===== config.mk =====
export PLATFORM = sky130hd
export DESIGN_NAME = ws2812_driver
export DESIGN_NICKNAME = d
export VERILOG_FILES = /design/src/rtl/ws2812_driver.sv
export SDC_FILE = /design/constraint.sdc
export NUM_CORES = 1
export LEC_CHECK = 0
export CAP_MARGIN = 10
export CORE_ASPECT_RATIO = 0.8
export CORE_UTILIZATION = 39
export DETAILED_ROUTE_END_ITERATION = 8
export DONT_BUFFER_PORTS = 1
export PLACE_DENSITY = 0.64
export SYNTH_ARGS = -nofsm -noshare
export SYNTH_HDL_FRONTEND = slang
export SYNTH_SLANG_ARGS = --single-unit

===== constraint.sdc =====
create_clock -name clk -period 2.6 [get_ports clk]
set_input_delay 0.52 -clock clk [delete_from_list [all_inputs] [get_ports clk]]
set_output_delay 0.52 -clock clk [all_outputs]
set_load 0.1 [all_outputs]

===== src/rtl/ws2812_driver.sv =====
// ws2812_driver
// Serialises 24-bit GRB pixels onto a single-wire WS2812 LED chain.
// Each bit occupies TBIT clocks. The line is high for T1H clocks for a '1'
// and T0H clocks for a '0', then low for the rest of the bit period.
// A pixel flagged as last is followed by a RESET_CYCLES low latch period.
//
// Ports
//   clk        system clock (50 MHz domain)
//   reset_n    asynchronous active-low reset
//   pix_data   pixel, GRB order, bit 23 transmitted first
//   pix_last   marks pix_data as the final pixel of a frame
//   pix_valid  upstream offers a pixel
//   pix_ready  driver takes the pixel on this cycle's rising edge
//   led_dout   registered serial output to the LED chain
//   busy       high whenever the driver is not idle
//
// state | meaning
// IDLE  | line low, waiting for a pixel
// SEND  | shifting out the 24 bits of the current pixel
// LATCH | line held low so the chain latches its data (also entered on reset)

module ws2812_driver #(
    parameter int T0H          = 20,
    parameter int T1H          = 40,
    parameter int TBIT         = 62,
    parameter int RESET_CYCLES = 15000
) (
    input  logic        clk,
    input  logic        reset_n,
    input  logic [23:0] pix_data,
    input  logic        pix_last,
    input  logic        pix_valid,
    output logic        pix_ready,
    output logic        led_dout,
    output logic        busy
);

    typedef enum logic [1:0] {
        IDLE  = 2'd0,
        SEND  = 2'd1,
        LATCH = 2'd2
    } state_t;

    localparam logic [15:0] T0H_W  = 16'(T0H);
    localparam logic [15:0] T1H_W  = 16'(T1H);
    localparam logic [15:0] TBIT_M = 16'(TBIT - 1);
    localparam logic [15:0] RST_M  = 16'(RESET_CYCLES - 1);

    state_t      state, state_n;
    logic [15:0] cnt, cnt_n;
    logic [4:0]  idx, idx_n;
    logic [23:0] shreg, shreg_n;
    logic        last_q, last_n;
    logic        dout_n;
    logic        bit_end;

    assign bit_end = (cnt == TBIT_M);

    always_ff @(posedge clk or negedge reset_n) begin
        if (!reset_n) begin
            state    <= LATCH;
            cnt      <= 16'd0;
            idx      <= 5'd0;
            shreg    <= 24'd0;
            last_q   <= 1'b0;
            led_dout <= 1'b0;
        end else begin
            state    <= state_n;
            cnt      <= cnt_n;
            idx      <= idx_n;
            shreg    <= shreg_n;
            last_q   <= last_n;
            led_dout <= dout_n;
        end
    end

    // led_dout is registered, so dout_n is the line level for the cycle whose
    // counter value is cnt_n. Every bit starts high because T0H > 0, which
    // also makes the first high cycle appear right after the accepting edge.
    always_comb begin
        state_n   = state;
        cnt_n     = cnt;
        idx_n     = idx;
        shreg_n   = shreg;
        last_n    = last_q;
        dout_n    = 1'b0;
        pix_ready = 1'b0;
        busy      = (state != IDLE);

        case (state)
            IDLE: begin
                pix_ready = 1'b1;
                cnt_n     = 16'd0;
                if (pix_valid) begin
                    state_n = SEND;
                    idx_n   = 5'd23;
                    shreg_n = pix_data;
                    last_n  = pix_last;
                    dout_n  = 1'b1;
                end
            end

            SEND: begin
                // Only the final cycle of a non-last pixel may accept the
                // next one, giving gap-free back-to-back pixels.
                pix_ready = bit_end && (idx == 5'd0) && !last_q;
                if (!bit_end) begin
                    cnt_n  = cnt + 16'd1;
                    dout_n = shreg[23] ? ((cnt + 16'd1) < T1H_W)
                                       : ((cnt + 16'd1) < T0H_W);
                end else if (idx != 5'd0) begin
                    cnt_n   = 16'd0;
                    idx_n   = idx - 5'd1;
                    shreg_n = {shreg[22:0], 1'b0};
                    dout_n  = 1'b1;
                end else if (last_q) begin
                    state_n = LATCH;
                    cnt_n   = 16'd0;
                end else if (pix_valid) begin
                    cnt_n   = 16'd0;
                    idx_n   = 5'd23;
                    shreg_n = pix_data;
                    last_n  = pix_last;
                    dout_n  = 1'b1;
                end else begin
                    state_n = IDLE;
                    cnt_n   = 16'd0;
                end
            end

            LATCH: begin
                if (cnt == RST_M) begin
                    state_n = IDLE;
                    cnt_n   = 16'd0;
                end else begin
                    cnt_n = cnt + 16'd1;
                end
            end

            default: begin
                state_n = LATCH;
                cnt_n   = 16'd0;
            end
        endcase
    end

endmodule


**Yosys cells after proc, flatten, opt, wreduce, memory -nomap -nowiden**

Index checks and enable logic that the tools add are counted.

- Flip-flop bits (word level): 49
- Input port bits: 28
- Output and inout bits: 3
- Word-level logic and storage cells: 64

- $add $sub $neg: 2
- $lt $le $gt $ge: 2
- Equality and inequality tests: 10
- Multiplexer cells: 33
- Reductions and logical operators: 11

Operators by type and width:

| kind | count |
|---|---|
| $mux 24 | 4 |
| $pmux 24 s2 | 1 |
| $mux 16 | 2 |
| $pmux 16 s2 | 1 |
| $mux 5 | 4 |
| $add 16x1->16 const B | 1 |
| $eq 16x14->1 const B | 1 |
| $eq 16x6->1 const B | 1 |
| $lt 16x5->1 const B | 1 |
| $lt 16x6->1 const B | 1 |
| $mux 2 | 6 |
| $mux 1 | 10 |
| $pmux 5 s2 | 1 |
| $ne 2x2->1 const B | 4 |
| $ne 3x3->1 const B | 2 |
| $pmux 1 s2 | 3 |
| $pmux 2 s3 | 1 |
| $logic_not 5->1 | 1 |
| $reduce_and 5->1 | 1 |
| $reduce_bool 5->1 | 1 |
| $sub 5x1->5 const B | 1 |
| $reduce_and 4->1 | 1 |
| $reduce_bool 2->1 | 2 |
| $reduce_and 3->1 | 1 |
| other kinds (5) | 6 |

**Depth between registers and ports, before layout**

Gate-level depths: netlist of run 1.

- Word-level depth: 5
- Depth in mapped cells: 9
- Mapped depth without buffers: 8

**Worst setup path before layout of run 1**

OpenSTA, ideal clock, no wires.

- Kind: register to output
- From: register state[1]
- To: output port pix_ready
- Data arrival time: 2255 ps
- Data required time: 2080 ps
- Setup slack: -175 ps
- Cell stages (with the launch flop): 5
- Path buffers: 0
- Cells stage by stage: dfstp_2 -> inv_1 -> ha_1 -> inv_1 -> nand2_1

- Word-level cells in the longest chain between the ends: 2
- Elaborated cells between the ends (all ways): 3
- Classes of those cells: eq/ne: 1; mux: 1; reduce/logical: 1

Ends and longest elaborated chain:

| what | line | RTL |
|---|---|---|
| from (decl) | 49 | `state_t state, state_n;` |
| from (signal assigned) | 68 | `state <= state_n;` |
| $eq 2x1->1 or $logic_not 2->1 (tied branches) | 90 | `case (state)` |
| $pmux 1 s2 (*) | 90 |  |
| to (decl) | 33 | `output logic pix_ready,` |

Mark *: on every way between the ends. The rest lies on a longest branch, timed or not.

**Worst setup path in the final report of run 1**

- From: register cnt[1]
- To: output port pix_ready

- Word-level cells in the longest chain between the ends: 4

Ends and longest elaborated chain:

| what | line | RTL |
|---|---|---|
| from (decl) | 50 | `logic [15:0] cnt, cnt_n;` |
| from (signal assigned) | 69 | `cnt <= cnt_n;` |
| $eq 16x6->1 | 57 | `assign bit_end = (cnt == TBIT_M);` |
| $logic_and 1x1->1 (2 in series) | 106 | `pix_ready = bit_end && (idx == 5'd0) && !last_q;` |
| $pmux 1 s2 | 90 |  |

Every way passes these cells.

==> results.sh, run 1 <==
export IMPL_fin_area_um2=3040
export IMPL_cts_tree="yes"
export IMPL_yosysSeqAreaShare_pct=44.5
export IMPL_critPathArrivalTime_ns=2.08
export IMPL_nets=339
export IMPL_power_share_clock_pct=41.8
export IMPL_first_pass_iters=4
export IMPL_peakVddDrop_uv=215
export IMPL_overflow=0
export IMPL_crit_path_max_fanout=3
export IMPL_final_max_slew_viol_count=0
export IMPL_wire_per_inst_um=15.9
export IMPL_power_frac_comb_pct=2.8
export IMPL_final_common_cell="nor2_1"
export IMPL_htreeDepth=2
export IMPL_critPathKind="reg -> out"
export IMPL_grt_max_degree=49
export IMPL_num_antenna_cells=0
export IMPL_intPower_mw=1.09
export IMPL_die_width_um=96.1
export IMPL_synth_area_um2=2760
export IMPL_die_y_um=77.2
export IMPL_area_growth_syn_to_layout_pct=10.0
export IMPL_r2r_slack_ns=0.27
export IMPL_period_needed_ns=2.60
export IMPL_clock_sinks=49
export IMPL_drcViolationCount=0
export IMPL_leakage_nw=1.33
export IMPL_synth_nets=333
export IMPL_avgViaCountPerCell=5.57
export IMPL_placed_area_um2=2890
export IMPL_postRouteAntennaNets=0
export IMPL_required_ns=2.08
export IMPL_start_kind="flop"
export IMPL_clk_insertion_delay_late_ns=0.30
export IMPL_antenna_found_initial=0
export IMPL_avgSynthCellArea_um2=9.26
export IMPL_start_util_pct=40.2
export IMPL_slowest_delay_ns=0.49
export IMPL_finalSetupViolations=0
export IMPL_yosys_warnings=0
export IMPL_status="complete, no violations"
export IMPL_netlist_top_cell_by_area="dfrtp_1"
export IMPL_end_kind="primary output"
export IMPL_cts_made_buffers=5
export IMPL_slowest_stage="or4b_1"
export IMPL_hold_class="in -> async"
export IMPL_max_cap_viol_count=0
export IMPL_ios=31
export IMPL_p_seq_share_pct=55.4
export IMPL_mostFrequentLayoutCells="nor2_1 (49), dfrtp_1 (47), a21oi_1 (23)"
export IMPL_ys_seq_elements=49
export IMPL_path_cells="inv_1 -> ha_1 -> or4b_1 -> nor4_4 -> nand4b_1 -> nand2_2 -> buf_12"
export IMPL_cts_buffer_depth=2
export IMPL_instances_no_fill=392
export IMPL_synthDominantCellAreaShare_pct=43.5
export IMPL_cts_clk_slew_worst_paths_ns=0.09
export IMPL_place_inst=383
export IMPL_clock_fmax_mhz=385
export IMPL_power_density_nw_per_um2=452
export IMPL_synth_area_leaders="dfrtp_1 (44%), nor2_1 (6.7%), a22oi_1 (4.6%)"
export IMPL_grt_pass1_vias=1990
export IMPL_postSynthCellCount=298
export IMPL_drt_total_wl_mm=6.22
export IMPL_grt_total_usage_pct=17.8
export IMPL_hpwl_mm=4.21
export IMPL_gp_congestion=0.885
export IMPL_coreArea_um2=6860
export IMPL_grt_pass1_wl_mm=10.3
export IMPL_rsz0062_at_grt="true"
export IMPL_drive_gt1_share_pct=13.8
export IMPL_slew_headroom_pct=42.5
export IMPL_rows=27
export IMPL_swShare_pct=20.7
export IMPL_finalCritPeriodShare_pct=99.9
export IMPL_vias=2185
export IMPL_fin_skew_ns=0.00536
export IMPL_ys_types=49
export IMPL_io_buffers=0
export IMPL_hold_viol=0
export IMPL_die_area_um2=7420
export IMPL_p_switching_uw=285
export IMPL_drt_iter0_drc=193
export IMPL_max_slew_worst_pin_slew_ns=0.863
export IMPL_clockRootBuffer="clkbuf_8"
## layer usage
metal / GRT usage (%) / up-vias / routed length [um]
li1: - / 1076 / -
met4: 4.03 / 0 / 56
met3: 3.08 / 6 / 232
met2: 23.6 / 42 / 2600
met5: 0 / - / 0
met1: 29.1 / 1061 / 3330
## kinds of logic after synthesis
logic type / count (synthesis) / synth area share [%]
flip-flops: 49 / 44.5
AO/OA/AOI/OAI: 82 / 19.5
AND/OR/NAND/NOR: 115 / 21.8
XOR/XNOR: 14 / 4.44
buffers and inverters: 28 / 5.44
adder cells (fa/ha/maj): 7 / 3.17
multiplexers: 3 / 1.13
## registers in the layout, indices dropped and copies added, names as in the netlist
| register | count |
|---|---|
| shreg | 24 |
| cnt | 16 |
| idx | 5 |
| state | 2 |
| last_q | 1 |
| led_dout | 1 |
## critical path, delay by kind of cell (launching register included)
| kind | cells | cell delay, ns |
|---|---|---|
| simple gates | 4 | 1.01 |
| flops | 1 | 0.38 |
| buf+inv | 2 | 0.24 |
| fa+ha+maj | 1 | 0.15 |
## repair_timing
action / in CTS / in global routing
gates resized for setup: 0 / 1
buffers inserted: 0 / 0
pin swaps: 1 / 2
endpoints found under the setup margin: 1 / 1
hold buffers: 1 / 0
endpoints found under the hold margin: 48 / 0
## power by group through the flow
stage | logic, mW | registers [mW] | clock network (mW)
3_3_place_gp | 0.0193 | 0.777 | 0
2_1_floorplan | 0.0170 | 0.777 | 0
4_1_cts | 0.0399 | 0.761 | 0.590
5_1_grt | 0.0451 | 0.762 | 0.616
6_report | 0.0385 | 0.761 | 0.574
3_5_place_dp | 0.0197 | 0.777 | 0
## path summary, 6_finish.rpt
| kind | start | to | depth (start not counted) |
|---|---|---|---|
| worst max-delay path | cnt[1] | pix_ready | 7 |
| min in group clk | pix_valid | shreg[0] | 2 |
| worst min register to register | idx[0] | idx[0] | 1 |
| worst max register to register | state[1] | state[0] | 8 |
| max in group asynchronous | reset_n | cnt[2] | 1 |
| worst min-delay path | reset_n | state[1] | 0 |
## Yosys cell counts (all sizes together)
cell type	n
xnor2	7
a211oi	2
a211o	1
a21oi	31
o21a	1
nor4	2
dfrtp	48
a311o	1
mux2i	2
or3	7
a22o	1
a22oi	17
inv	11
nor3	5
nand3	10
o21ai	20
and4	3
nor3b	3
nor4b	3
a21bo	1
nand2	15
ha	7
o21bai	1
dfstp	1
a2111o	1
or4	1
o2bb2ai	1
nand2b	2
or4b	1
nor2	49
o41ai	1
a31oi	3
nand4	7
clkbuf	7
and3	5
buf	10
xor2	7
nand4b	2
mux2	1
## area by class of cell
class / instances / area [um2]
well taps: 87 / 109
repair buffers: 16 / 153
inverters: 11 / 41.3
multi-input cells: 221 / 1390
flip-flops and latches: 49 / 1230
fillers: 649 / 3820
clock inverters: 2 / 37.5
clock buffers: 6 / 82.6
## stage by stage
stage                     util [%]  worst slack (ns)  hold slack [ns]  power [mW]  setup TNS, ns
after floorplan                  -            0.0571            0.224       0.794              0
after global placement        42.1             0.306            0.225       0.796              0
after detailed placement      42.1             0.269            0.225       0.796              0
after CTS                     44.3           -0.0431           0.0376        1.39        -0.0431
after global routing          44.3           -0.0867           0.0359        1.42        -0.0867
final                         44.3           0.00173           0.0499        1.37              0
Power figures use the tool's default switching activity.
==> run 2: changes to the inputs <==
--- a/config.mk
+++ b/config.mk
@@ -11,6 +11,7 @@
 export DETAILED_ROUTE_END_ITERATION = 8
 export DONT_BUFFER_PORTS = 1
 export PLACE_DENSITY = 0.64
+export SETUP_SLACK_MARGIN = 0.15
 export SYNTH_ARGS = -nofsm -noshare
 export SYNTH_HDL_FRONTEND = slang
 export SYNTH_SLANG_ARGS = --single-unit
==> run 2 against run 1 <==
Against the previous run: combinational power barely moved; clock skew increased by 0.0053 ns; register-to-register slack hardly changed; via count increased by 0.69%; non-clock buffer count increased by 3; flip-flop and latch count is the same; die area unchanged; power fell by 9.3%; largest cell class unchanged.
==> results.sh, run 2 (synthesis gave the netlist of run 1 again) <==
export IMPL_holdWs_ns=0.0605
export IMPL_num_antenna_cells=0
export IMPL_dpl_worst_slack_ns=0.204
export IMPL_clock_fmax_mhz=392
export IMPL_area_sequential_um2=1230
export IMPL_gp_congestion=0.864
export IMPL_regMostFlops="shreg"
export IMPL_first_pass_iters=4
export IMPL_slew_headroom_pct=41.3
export IMPL_die_width_um=96.1
export IMPL_rsz0062_at_grt="true"
export IMPL_fin_skew_ns=0.0107
export IMPL_antenna_found_initial=0
export IMPL_setup_ws_ns=0.0493
export IMPL_clock_sinks=49
export IMPL_hpwl_mm=4.16
export IMPL_hold_viol=0
export IMPL_cts_tree="yes"
export IMPL_required_ns=2.08
export IMPL_drive_gt1_share_pct=15.9
export IMPL_critPathKind="reg -> out"
export IMPL_htreeDepth=2
export IMPL_start_kind="flop"
export IMPL_drcViolationCount=0
export IMPL_peakVddDrop_uv=291
export IMPL_power_density_nw_per_um2=405
export IMPL_critPathArrivalTime_ns=2.03
export IMPL_end_kind="primary output"
export IMPL_grt_pass1_wl_mm=10.6
export IMPL_die_y_um=77.2
export IMPL_final_common_cell="nor2_1"
export IMPL_finalPower_mw=1.25
export IMPL_grt_total_usage_pct=18.3
export IMPL_clockRootBuffer="clkbuf_8"
export IMPL_largest_reg_flops=24
export IMPL_max_cap_viol_count=0
export IMPL_cts_buffer_depth=2
export IMPL_vias=2200
export IMPL_mostFrequentLayoutCells="nor2_1 (49), dfrtp_1 (46), a21oi_1 (23)"
export IMPL_start_util_pct=40.2
export IMPL_clk_insertion_delay_late_ns=0.30
export IMPL_leakage_nw=1.34
export IMPL_cts_clk_slew_worst_paths_ns=0.09
export IMPL_area_growth_syn_to_layout_pct=11.4
export IMPL_wire_per_inst_um=15.7
export IMPL_max_slew_worst_pin_slew_ns=0.882
export IMPL_grt_max_degree=49
export IMPL_nets=342
export IMPL_place_inst=382
export IMPL_fin_area_um2=3080
export IMPL_instances_no_fill=395
export IMPL_cts_made_buffers=5
export IMPL_status="complete, no violations"
export IMPL_die_area_um2=7420
export IMPL_rows=27
export IMPL_coreArea_um2=6860
export IMPL_grt_pass1_vias=2038
export IMPL_finalSetupViolations=0
export IMPL_num_fill_cells=643
export IMPL_drt_iter0_drc=183
export IMPL_ios=31
export IMPL_biggestRegsByFlops="shreg (24), cnt (16), idx (5)"
export IMPL_overflow=0
export IMPL_period_needed_ns=2.55
export IMPL_io_buffers=0
export IMPL_final_max_slew_viol_count=0
export IMPL_finalCritPeriodShare_pct=98.1
export IMPL_crit_path_max_fanout=2
export IMPL_postRouteAntennaNets=0
export IMPL_placed_area_um2=2910
export IMPL_drt_total_wl_mm=6.19
export IMPL_hold_class="in -> async"
export IMPL_avgViaCountPerCell=5.57
export IMPL_multiInputGateArea_um2=1400
==> run 2: timing repair <==
| item | 4_1_cts | 5_1_grt |
|---|---|---|
| hold endpoints to repair | 48 | 0 |
| setup endpoints to repair | 1 | 7 |
| setup buffers | 3 | 1 |
| pin swaps | 1 | 1 |
| hold buffers | 1 | 0 |
| gates resized for setup | 3 | 2 |
==> run 2: path summary, 6_finish.rpt <==
path | startpoint | endpoint | slack [ns] | cells after the start
max | cnt[6] | pix_ready | 0.05 | 5
min | reset_n | shreg[11] | 0.06 | 1
max reg2reg | cnt[6] | idx[1] | 0.26 | 8
min reg2reg | idx[0] | idx[0] | 0.52 | 1
max in group asynchronous | reset_n | cnt[8] | 2.31 | 1
min in group clk | pix_valid | shreg[0] | 0.38 | 2
==> run 2: power by group <==
| group | switching [mW] | internal (mW) |
|---|---|---|
| logic | 0.0241 | 0.0143 |
| registers | 0 | 0.761 |
| clock network | 0.255 | 0.190 |
| total | 0.279 | 0.966 |
==> run 2: layout make-up <==
type,instances,area share (%)
multi-input cells,221,45.6
flip-flops and latches,49,40.0
repair buffers,19,6.51
well taps,87,3.54
clock buffers,6,2.36
inverters,11,1.46
clock inverters,2,0.488
==> run 2: stage by stage <==
| stage | setup TNS (ns) | util (%) |
|---|---|---|
| final | 0 | 44.8 |
| after global routing | -0.0204 | 44.8 |
| after CTS | 0 | 44.6 |
| after detailed placement | 0 | 42.5 |
| after global placement | 0 | 42.5 |
| after floorplan | 0 | - |
==> run 2: metal layers <==
metal / GRT usage [%] / vias up / share of wire [%] / wire [um]
li1: - / 1080 / - / -
met1: 28.8 / 1066 / 49 / 3060
met2: 25.3 / 50 / 44 / 2690
met3: 4.86 / 4 / 6.4 / 395
met4: 2.99 / 0 / 0.66 / 41
met5: 0 / - / 0 / 0
==> run 2: worst max-delay path, cell delays in order (launching register included) <==
cell      delay [ns]
dfrtp_2         0.43
or4_4           0.54
nor4_4          0.30
nand4b_1        0.18
nand2_4         0.11
buf_12          0.17
